File: config.mk
export PLATFORM = sky130hd
export DESIGN_NAME = switch_debouncer
export DESIGN_NICKNAME = d
export VERILOG_FILES = /design/src/rtl/switch_pkg.sv /design/src/rtl/debounce_bit.sv /design/src/rtl/switch_debouncer.sv
export SDC_FILE = /design/constraint.sdc
export NUM_CORES = 1
export LEC_CHECK = 0
export ABC_AREA = 0
export CORE_ASPECT_RATIO = 1.4
export CORE_UTILIZATION = 50
export DETAILED_ROUTE_END_ITERATION = 6
export PLACE_DENSITY = 0.68
export SLEW_MARGIN = 30
export SYNTH_ARGS = -nofsm -noshare
export SYNTH_HDL_FRONTEND = slang
export SYNTH_SLANG_ARGS = --single-unit
File: constraint.sdc
create_clock -name clk -period 2.35 [get_ports clk]
set_clock_uncertainty 0.2 [all_clocks]
set_input_delay 0.3525 -clock clk [delete_from_list [all_inputs] [get_ports clk]]
set_output_delay 0.3525 -clock clk [all_outputs]
set_load 0.005 [all_outputs]
File: src/rtl/switch_pkg.sv
// Shared constants and types for the DIP-switch conditioning block.
// Latency: n/a (declarations only).
// Backpressure: n/a.
package switch_pkg;

    localparam int CLK_HZ      = 24_000_000;
    localparam int DEBOUNCE_MS = 10;

    // Samples needed to accept a new switch level at the HSOSC rate (10 ms -> 240000).
    localparam int DEFAULT_DEBOUNCE_CYCLES = (CLK_HZ / 1000) * DEBOUNCE_MS;

    typedef enum logic {
        IDLE    = 1'b0,
        PENDING = 1'b1
    } db_state_t;

endpackage

File: src/rtl/debounce_bit.sv
// One switch bit: two-flop synchroniser, consecutive-sample counter, level + edge pulses.
// Latency: DEBOUNCE_CYCLES+1 edges from first capture of a steady new level to stable/pulse.
// Backpressure: none; free-running, one sample per clock.
module debounce_bit
    import switch_pkg::*;
#(
    parameter int DEBOUNCE_CYCLES = DEFAULT_DEBOUNCE_CYCLES,
    parameter int CNT_W           = $clog2(DEBOUNCE_CYCLES + 1)
) (
    input  logic clk,
    input  logic reset,
    input  logic raw_in,
    output logic stable,
    output logic rise,
    output logic fall,
    output logic evt_nxt
);

    // Count value at which the D-th consecutive differing sample is being observed.
    localparam logic [CNT_W-1:0] CNT_LAST = CNT_W'(DEBOUNCE_CYCLES - 1);

    logic             sync1_q, sync1_d;
    logic             sync2_q, sync2_d;
    logic [CNT_W-1:0] cnt_q, cnt_d;
    db_state_t        state_q, state_d;
    logic             stable_q, stable_d;
    logic             rise_q, rise_d;
    logic             fall_q, fall_d;

    logic diff;

    // Synchroniser shift path; only sync2 is ever observed by the FSM.
    always_comb begin
        sync1_d = raw_in;
        sync2_d = sync1_q;
    end

    // Debounce FSM: count consecutive samples differing from the accepted level.
    // In IDLE cnt is 0, so the commit test also fires there when DEBOUNCE_CYCLES == 1.
    always_comb begin
        state_d  = state_q;
        cnt_d    = cnt_q;
        stable_d = stable_q;
        rise_d   = 1'b0;
        fall_d   = 1'b0;
        diff     = (sync2_q != stable_q);

        if (diff && (cnt_q == CNT_LAST)) begin
            stable_d = sync2_q;
            rise_d   = sync2_q;
            fall_d   = ~sync2_q;
            state_d  = IDLE;
            cnt_d    = '0;
        end else begin
            case (state_q)
                IDLE: begin
                    if (diff) begin
                        state_d = PENDING;
                        cnt_d   = CNT_W'(1);
                    end else begin
                        cnt_d   = '0;
                    end
                end
                PENDING: begin
                    if (!diff) begin
                        // Glitch shorter than the window: drop it silently.
                        state_d = IDLE;
                        cnt_d   = '0;
                    end else begin
                        cnt_d   = cnt_q + CNT_W'(1);
                    end
                end
                default: begin
                    state_d = IDLE;
                    cnt_d   = '0;
                end
            endcase
        end
    end

    // State register with synchronous active-low reset.
    always_ff @(posedge clk) begin
        if (!reset) begin
            sync1_q  <= 1'b0;
            sync2_q  <= 1'b0;
            cnt_q    <= '0;
            state_q  <= IDLE;
            stable_q <= 1'b0;
            rise_q   <= 1'b0;
            fall_q   <= 1'b0;
        end else begin
            sync1_q  <= sync1_d;
            sync2_q  <= sync2_d;
            cnt_q    <= cnt_d;
            state_q  <= state_d;
            stable_q <= stable_d;
            rise_q   <= rise_d;
            fall_q   <= fall_d;
        end
    end

    assign stable  = stable_q;
    assign rise    = rise_q;
    assign fall    = fall_q;
    // Next-cycle event, lets the parent register an aggregate flag aligned with the pulses.
    assign evt_nxt = rise_d | fall_d;

endmodule

File: src/rtl/switch_debouncer.sv
// Debounces WIDTH asynchronous DIP switches into clean levels plus rise/fall/changed pulses.
// Latency: DEBOUNCE_CYCLES+1 edges from first capture of a steady level; all outputs registered.
// Backpressure: none; pulses are single-cycle and must be consumed when they appear.
module switch_debouncer
    import switch_pkg::*;
#(
    parameter int WIDTH           = 4,
    parameter int DEBOUNCE_CYCLES = DEFAULT_DEBOUNCE_CYCLES
) (
    input  logic             clk,
    input  logic             reset,
    input  logic [WIDTH-1:0] raw,
    output logic [WIDTH-1:0] stable,
    output logic [WIDTH-1:0] rise,
    output logic [WIDTH-1:0] fall,
    output logic             changed
);

    localparam int CNT_W = $clog2(DEBOUNCE_CYCLES + 1);

    logic [WIDTH-1:0] evt_nxt;
    logic             changed_q, changed_d;

    // Bits are fully independent; simultaneous commits land in the same cycle.
    for (genvar i = 0; i < WIDTH; i++) begin : g_bit
        debounce_bit #(
            .DEBOUNCE_CYCLES (DEBOUNCE_CYCLES),
            .CNT_W           (CNT_W)
        ) u_bit (
            .clk     (clk),
            .reset   (reset),
            .raw_in  (raw[i]),
            .stable  (stable[i]),
            .rise    (rise[i]),
            .fall    (fall[i]),
            .evt_nxt (evt_nxt[i])
        );
    end

    // Aggregate event flag computed from the per-bit next-cycle pulses.
    always_comb begin
        changed_d = |evt_nxt;
    end

    // Register changed so it is high in exactly the same cycle as rise/fall.
    always_ff @(posedge clk) begin
        if (!reset) begin
            changed_q <= 1'b0;
        end else begin
            changed_q <= changed_d;
        end
    end

    assign changed = changed_q;

endmodule
# After elaboration in Yosys (flattened, before gate mapping)
# Index checks and enable logic that the tools add are counted.
# op_classes
n_addsub,4
n_eq_ne,8
n_mux,24
n_bitwise,13
n_reduce_logical,9
# ops
cell,count
case mux 18 bit (2 select lines),4
adder 18 x 1 -> 18 bit (second input constant),4
equality test 18 bit (second input constant),4
2-to-1 mux 18 bit,4
2-to-1 mux 1 bit,16
NOT 1 bit,9
OR reduction 2 bit,4
logical AND 1 bit,4
inequality test 1 bit,4
OR 1 bit,4
OR reduction 4 bit,1
# word_totals
regBits,97
inputBits,6
word_cells,87

# Depth between registers and ports, before layout
# Gate-level depths: netlist of run 1.
# depth
depth_word,5
depth_mapped,8
ltp_nobuf,5

# Modules after synthesis
# From an unflattened synthesis of run 1, not the netlist that was laid out.
# unflattened
hier_cells,450
hier_area_um2,4140.2
# modules_own_cells
module,n_inst,cells_each,area_per_inst_um2
debounce_bit,4,112,1027.2
switch_debouncer,1,2,31.3

# Worst setup path before layout of run 1
# Ideal clock, no wire load.
# synth_timing
path_type,register to register
from,register g_bit[2].u_bit.cnt_q[0]
to,register g_bit[2].u_bit.cnt_q[10]
arrival_ps,1771
path_slack_ps,265
stages_incl_launch_ff,7
path_buffers,1
period_less_slack_ps,2085
path_cell_list,dfxtp_1 -> ha_1 -> nand2_1 -> or4_1 -> o2111ai_2 -> buf_4 -> nor2_1
# synth_via
elab_chain_cells,3
word_cells_on_any_way,6
# synth_rtl
element,line_no,rtl
"start, declared",debounce_bit.sv:24,"logic [CNT_W-1:0] cnt_q, cnt_d;"
"start signal, assigned",debounce_bit.sv:94,cnt_q <= cnt_d;
adder 18 x 1 -> 18 bit / equality test 18 bit (equally long branches),"debounce_bit.sv:70, debounce_bit.sv:48",
2-to-1 mux 18 bit / logical AND 1 bit (equally long branches),"debounce_bit.sv:65, debounce_bit.sv:48",
case mux 18 bit (2 select lines) / OR reduction 2 bit (equally long branches),-,
# Several ways; a longest one is shown, not always the timed one.
# A chain may end at the register's enable or synchronous reset.

# Final worst setup path of run 1
# layout_timing
from,register g_bit[2].u_bit.cnt_q[0]
to,register g_bit[2].u_bit.stable_q
# layout_via
elab_chain_cells,2
# layout_rtl
element,line_no,rtl
equality test 18 bit,debounce_bit.sv:48,if (diff && (cnt_q == CNT_LAST)) begin
logical AND 1 bit,debounce_bit.sv:48,
"end signal, assigned",debounce_bit.sv:96,stable_q <= stable_d;
"end, declared",debounce_bit.sv:26,"logic stable_q, stable_d;"
# No other way between the ends.

==> flow_summary.json, run 1 <==
{
  "synth_adder_area_share": 0.0119,
  "syn-num-nets": 479,
  "clkLatencyLatePin_ns": 0.34,
  "clockBufferDepth": 2,
  "synth_compound_area_frac": 0.0617,
  "pin_count": 19,
  "slew_viol_final": 0,
  "num_antenna_cells": 0,
  "status": "completed",
  "maxCapViolations": 0,
  "htree_levels": 3,
  "area_growth_pct": 12.3,
  "cts-resized-gates": 0,
  "synth-seq-cells": 97,
  "layout_min_cycle_time_ns": 2.15,
  "dieHeight_um": 111,
  "grt_overflow": 0,
  "p_seq_frac": 0.531,
  "rsz0062_at_grt": "no",
  "dominantRegCellSynth": "dfxtp_1",
  "dr.pass1.iters": 4,
  "first_global_vias": 3180,
  "initial_core_util": 0.517,
  "p_clk_frac": 0.459,
  "synth_top_area_share": 0.461,
  "power_frac_comb": 0.010,
  "grt_use_total": 0.196,
  "synth-warning-count": 0,
  "finalHoldViolCount": 0,
  "die_w_um": 79.6,
  "synth_top_cell_by_area": "dfxtp_1",
  "port_buffers": 18,
  "synth_area_leaders": "dfxtp_1 (46%), xnor2_1 (7.3%), nor2_1 (6.1%)",
  "cts_tree": "built",
  "p_leak_nw": 1.46,
  "fin_crit_sh": 0.917,
  "cp_max_fo": 4,
  "synthCells": 469,
  "place_hpwl_um": 5450,
  "max_clock_freq_mhz": 464,
  "final_common_cell": "dfxtp_1",
  "p_switching_mw": 0.610,
  "nets": 493,
  "most-common-layout-cells": "dfxtp_1 (97), nor2_1 (68), xnor2_1 (35), nand3_1 (31), nand2_1 (24)",
  "hold_class": "reg -> reg",
  "cp_cell_sequence": "ha_1 -> nand2_1 -> or4_1 -> or4_1 -> a21oi_1",
  "arrival_ns": 2.23,
  "critical_path_class": "reg -> reg",
  "synth-seq-area-share": 0.461,
  "async_reset_ff_frac": 0,
  "root_buffer": "clkbuf_16",
  "viasPerCell": 5.48,
  "core_area_sq_um": 8150,
  "drt_iter0_markers": 131,
  "dieArea_sq_um": 8810,
  "wl_per_cell_um": 13.3,
  "synth-xor-area-share": 0.120,
  "grt_pass1_wl_um": 13700,
  "vdd_ir_drop_max_mv": 0.468,
  "cts_hold_buf": 0,
  "start_kind": "flip-flop",
  "crit_top_cell": "or4_1",
  "placedCellCount": 574,
  "critPathBufInv": 0,
  "synth.distinct_cells": 43,
  "drive_gt1_frac": 0.0717,
  "clkTransAtPathRegs_ns": 0.06,
  "gp_congestion": 0.769,
  "netlist_area_sq_um": 4220,
  "maxSlewHeadroom": 0.590,
  "syn_area_per_cell_sq_um": 8.99,
  "antenna_found_initial": 0,
  "wl_um": 7870,
  "drtAntennaViolNets": 0,
  "drc": 0,
  "critPathMaxStageDelay_ns": 0.60,
  "worstMarginPinSlew_ns": 0.607,
  "cp_top_family": "simple AND/OR/NAND/NOR gates",
  "synth_top_family_by_area": "simple AND/OR/NAND/NOR gates",
  "p_sw_frac": 0.195,
  "setup_viol": 0,
  "grt_max_degree": 22,
  "numClockSinks": 97,
  "power.internal_mw": 2.52,
  "synthSimpleGateAreaFrac": 0.294,
  "synthMuxAreaShare": 0,
  "postCtsSetupBuffers": 0,
  "synth_edf_count": 0,
  "worstPathRequired_ns": 2.42,
  "p_per_area_nw_per_um2": 661,
  "final_core_utilization": 0.581,
  "cts_buffers": 9,
  "fin_tns_setup_ns": 0,
  "fin_cells": 590,
  "end_kind": "flip-flop",
  "rows": 39,
  "cp_slowest_cell": "or4_1",
  "via_count": 3232
}
[cell families (layout without fill, tap and decap cells)]
family,after synthesis,count (layout)
and+or+nand+nor,232,232
DFF,97,97
xor gates and xnor gates,58,58
buffers and inverters,41,60
AOI/OAI and AO/OA,37,37
adders and majority gates,4,4
[path summary, 6_finish.rpt]
kind,cells after the start,to,slack (ns),startpoint
max,5,g_bit[2].u_bit.stable,0.20,g_bit[2].u_bit.cnt_q[0]
min,1,g_bit[0].u_bit.cnt_q[0],0.24,g_bit[0].u_bit.state_q
max reg2reg,5,g_bit[2].u_bit.stable,0.20,g_bit[2].u_bit.cnt_q[0]
min reg2reg,1,g_bit[0].u_bit.cnt_q[0],0.24,g_bit[0].u_bit.state_q
[registers in the layout, summed over array words and instances, names as in the netlist]
name,cells
g_bit.u_bit.rise,4
g_bit.u_bit.sync2_q,4
g_bit.u_bit.state_q,4
g_bit.u_bit.stable,4
g_bit.u_bit.fall,4
changed,1
g_bit.u_bit.sync1_q,4
g_bit.u_bit.cnt_q,72
[cell type report]
class | instances | area [sq um]
multi-input combinational | 331 | 2060
tap | 102 | 128
clock buffer | 13 | 250
fill | 707 | 3410
inverter | 15 | 56.3
timing repair buffer | 29 | 263
sequential | 97 | 1940
clock inverter | 3 | 40.0
[through the flow]
step	power (mW)	instance area, sq um	setup slack, ns	hold slack [ns]
after global routing	3.23	4740	0.0768	0.248
after global placement	1.73	4450	0.268	0.224
after detailed placement	1.73	4450	0.218	0.223
after CTS	3.16	4740	0.205	0.242
final	3.13	4740	0.196	0.241
after floorplan	1.71	4220	0.265	0.206
[layer usage]
metal,track usage,up-vias,part of all wire
met5,0,-,0
met4,0.0958,0,0.013
met3,0.0444,8,0.031
met2,0.324,44,0.50
met1,0.235,1520,0.46
li1,-,1660,-
[synthesized netlist by cell type, types with 5 or more instances]
| master | instances |
|---|---|
| nand4_1 | 20 |
| inv_1 | 15 |
| or4_1 | 10 |
| nand3_1 | 31 |
| a21oi_1 | 14 |
| xor2_1 | 23 |
| nor4_1 | 11 |
| xnor2_1 | 35 |
| nor2_1 | 68 |
| o31ai_1 | 8 |
| and3_1 | 15 |
| clkbuf_1 | 7 |
| buf_2 | 5 |
| nor3_1 | 13 |
| buf_4 | 13 |
| dfxtp_1 | 97 |
| nand2_1 | 24 |
| and4_1 | 5 |
| and2_1 | 11 |
[power by group through the flow]
stage / Combinational, mW / Clock [mW] / Sequential [mW]
2_1_floorplan: 0.0174 / 0 / 1.70
3_3_place_gp: 0.0322 / 0 / 1.70
3_5_place_dp: 0.0324 / 0 / 1.70
4_1_cts: 0.0326 / 1.47 / 1.66
5_1_grt: 0.0363 / 1.53 / 1.66
6_report: 0.0321 / 1.44 / 1.66
[worst register-to-register path: stages (launching register included)]
cell and delay (ns):
dfxtp_1 0.37, ha_1 0.23, nand2_1 0.11, or4_1 0.60
or4_1 0.43, a21oi_1 0.15
No activity file was read; power rests on OpenSTA's default activity.
==> run 2: changes to the inputs <==
--- a/config.mk
+++ b/config.mk
@@ -8,6 +8,7 @@
 export ABC_AREA = 0
 export CORE_ASPECT_RATIO = 1.4
 export CORE_UTILIZATION = 50
+export CTS_CLUSTER_DIAMETER = 60
 export DETAILED_ROUTE_END_ITERATION = 6
 export PLACE_DENSITY = 0.68
 export SLEW_MARGIN = 30
==> results of run 2 <==
The final DEF is identical to that of run 1; final timing and power are the same.
==> run 3: changes to the inputs <==
--- a/config.mk
+++ b/config.mk
@@ -6,11 +6,13 @@
 export NUM_CORES = 1
 export LEC_CHECK = 0
 export ABC_AREA = 0
+export CELL_PAD_IN_SITES_DETAIL_PLACEMENT = 1
+export CELL_PAD_IN_SITES_GLOBAL_PLACEMENT = 1
 export CORE_ASPECT_RATIO = 1.4
 export CORE_UTILIZATION = 50
 export CTS_CLUSTER_DIAMETER = 60
 export DETAILED_ROUTE_END_ITERATION = 6
-export PLACE_DENSITY = 0.68
+export PLACE_DENSITY_LB_ADDON = 0.1
 export SLEW_MARGIN = 30
 export SYNTH_ARGS = -nofsm -noshare
 export SYNTH_HDL_FRONTEND = slang
==> constraint.sdc (replaced) <==
create_clock -name clk -period 2.7 [get_ports clk]
set_clock_uncertainty 0.2 [all_clocks]
set_input_delay 0.405 -clock clk [delete_from_list [all_inputs] [get_ports clk]]
set_output_delay 0.405 -clock clk [all_outputs]
set_load 0.005 [all_outputs]
==> run 3 against run 2 <==
Net effect: power down 15%; cell count down 0.68%; global-route usage is 3.4 points higher; sequential power shrank 13%; wire length grew 18%; critical path depth is the same; sequential share of layout area grew 0.48 points; critical path type unchanged; largest power group unchanged; highest routed layer unchanged.
==> flow_summary.json, run 3 (same netlist as run 1, synthesis figures left out) <==
{
  "status": "completed",
  "placedCellCount": 570,
  "start_kind": "flip-flop",
  "largest_reg_flops": 72,
  "wl_um": 9260,
  "p_leak_nw": 1.41,
  "p_switching_mw": 0.576,
  "p_sw_frac": 0.217,
  "final_core_utilization": 0.575,
  "rows": 39,
  "regMostFlops": "g_bit.u_bit.cnt_q",
  "num_antenna_cells": 0,
  "clkTransAtPathRegs_ns": 0.07,
  "p_clk_frac": 0.443,
  "grt_overflow": 0,
  "power.internal_mw": 2.08,
  "drive_gt1_frac": 0.0661,
  "initial_core_util": 0.517,
  "cts-resized-gates": 0,
  "fin_crit_sh": 0.837,
  "cts_hold_buf": 0,
  "antenna_found_initial": 0,
  "numClockSinks": 97,
  "worstMarginPinSlew_ns": 0.663,
  "worstPathRequired_ns": 2.79,
  "drc": 0,
  "fillerInstances": 956,
  "dieArea_sq_um": 8810,
  "hold_ws_ns": 0.239,
  "slew_viol_final": 0,
  "dr.pass1.iters": 4,
  "setup_viol": 0,
  "maxCapViolations": 0,
  "core_area_sq_um": 8150,
  "max_clock_freq_mhz": 443,
  "arrival_ns": 2.35,
  "drtAntennaViolNets": 0,
  "drt_iter0_markers": 142,
  "clockBufferDepth": 2,
  "rsz0062_at_grt": "no",
  "die_w_um": 79.6,
  "dieHeight_um": 111,
  "viasPerCell": 5.69,
  "finalHoldViolCount": 0,
  "nets": 489,
  "first_global_vias": 3477,
  "critical_path_class": "reg -> reg",
  "clkLatencyLatePin_ns": 0.35,
  "pin_count": 19,
  "grt_pass1_wl_um": 15900,
  "root_buffer": "clkbuf_16",
  "postCtsSetupBuffers": 0,
  "end_kind": "flip-flop",
  "vdd_ir_drop_max_mv": 0.359,
  "layout_min_cycle_time_ns": 2.26,
  "htree_levels": 3,
  "grt_max_degree": 18,
  "maxSlewHeadroom": 0.551,
  "regArea_sq_um": 1940,
  "gp_congestion": 0.797,
  "most-common-layout-cells": "dfxtp_1 (97), nor2_1 (68), xnor2_1 (35), nand3_1 (31), nand2_1 (24)",
  "area_growth_pct": 11.0,
  "port_buffers": 18,
  "hold_class": "reg -> reg",
  "via_count": 3334,
  "fin_cells": 586,
  "final_common_cell": "dfxtp_1",
  "wl_per_cell_um": 15.8,
  "power_frac_comb": 0.012,
  "grt_use_total": 0.230,
  "multi_input_area_sq_um": 2060,
  "fin_tns_setup_ns": 0,
  "cp_max_fo": 6,
  "place_hpwl_um": 6450,
  "cts_buffers": 9,
  "p_per_area_nw_per_um2": 566,
  "cts_tree": "built",
  "p_seq_frac": 0.545
}
-- run 3: path summary, 6_finish.rpt --
kind / start / to / slack, ns / cells after the start
max: g_bit[3].u_bit.cnt_q[0] / g_bit[3].u_bit.fall / 0.44 / 5
min: g_bit[3].u_bit.sync1_q / g_bit[3].u_bit.sync2_q / 0.24 / 1
max reg2reg: g_bit[3].u_bit.cnt_q[0] / g_bit[3].u_bit.fall / 0.44 / 5
min reg2reg: g_bit[3].u_bit.sync1_q / g_bit[3].u_bit.sync2_q / 0.24 / 1
-- run 3: metal layers --
metal | part of all wire | GRT usage
met1 | 0.45 | 0.273
met2 | 0.50 | 0.387
met3 | 0.025 | 0.0543
met4 | 0.024 | 0.0994
met5 | 0 | 0
-- run 3: critical path: stages (launching register included) --
cell	delay, ns
dfxtp_1	0.39
ha_1	0.22
nand3_1	0.22
or2_2	0.41
nor3_1	0.51
and3_1	0.25
-- run 3: stage by stage --
| stage | power, mW | instance area [sq um] | setup WS, ns |
|---|---|---|---|
| floorplan | 1.49 | 4220 | 0.615 |
| global placement | 1.51 | 4420 | 0.515 |
| detailed placement | 1.51 | 4420 | 0.479 |
| CTS | 2.67 | 4680 | 0.434 |
| global route | 2.73 | 4680 | 0.319 |
| finish | 2.65 | 4680 | 0.441 |
-- run 3: power groups by stage --
stage | clock, mW | sequential, mW | combinational, mW
floorplan | 0 | 1.48 | 0.0151
global placement | 0 | 1.48 | 0.0293
detailed placement | 0 | 1.48 | 0.0308
CTS | 1.20 | 1.45 | 0.0313
global route | 1.25 | 1.45 | 0.0345
finish | 1.18 | 1.44 | 0.0311
-- run 3: cell type report --
| cell class | count | area share |
|---|---|---|
| clock buffer | 11 | 0.0497 |
| clock inverter | 5 | 0.00695 |
| inverter | 15 | 0.0120 |
| multi-input combinational | 331 | 0.440 |
| sequential | 97 | 0.415 |
| tap | 102 | 0.0273 |
| timing repair buffer | 25 | 0.0497 |
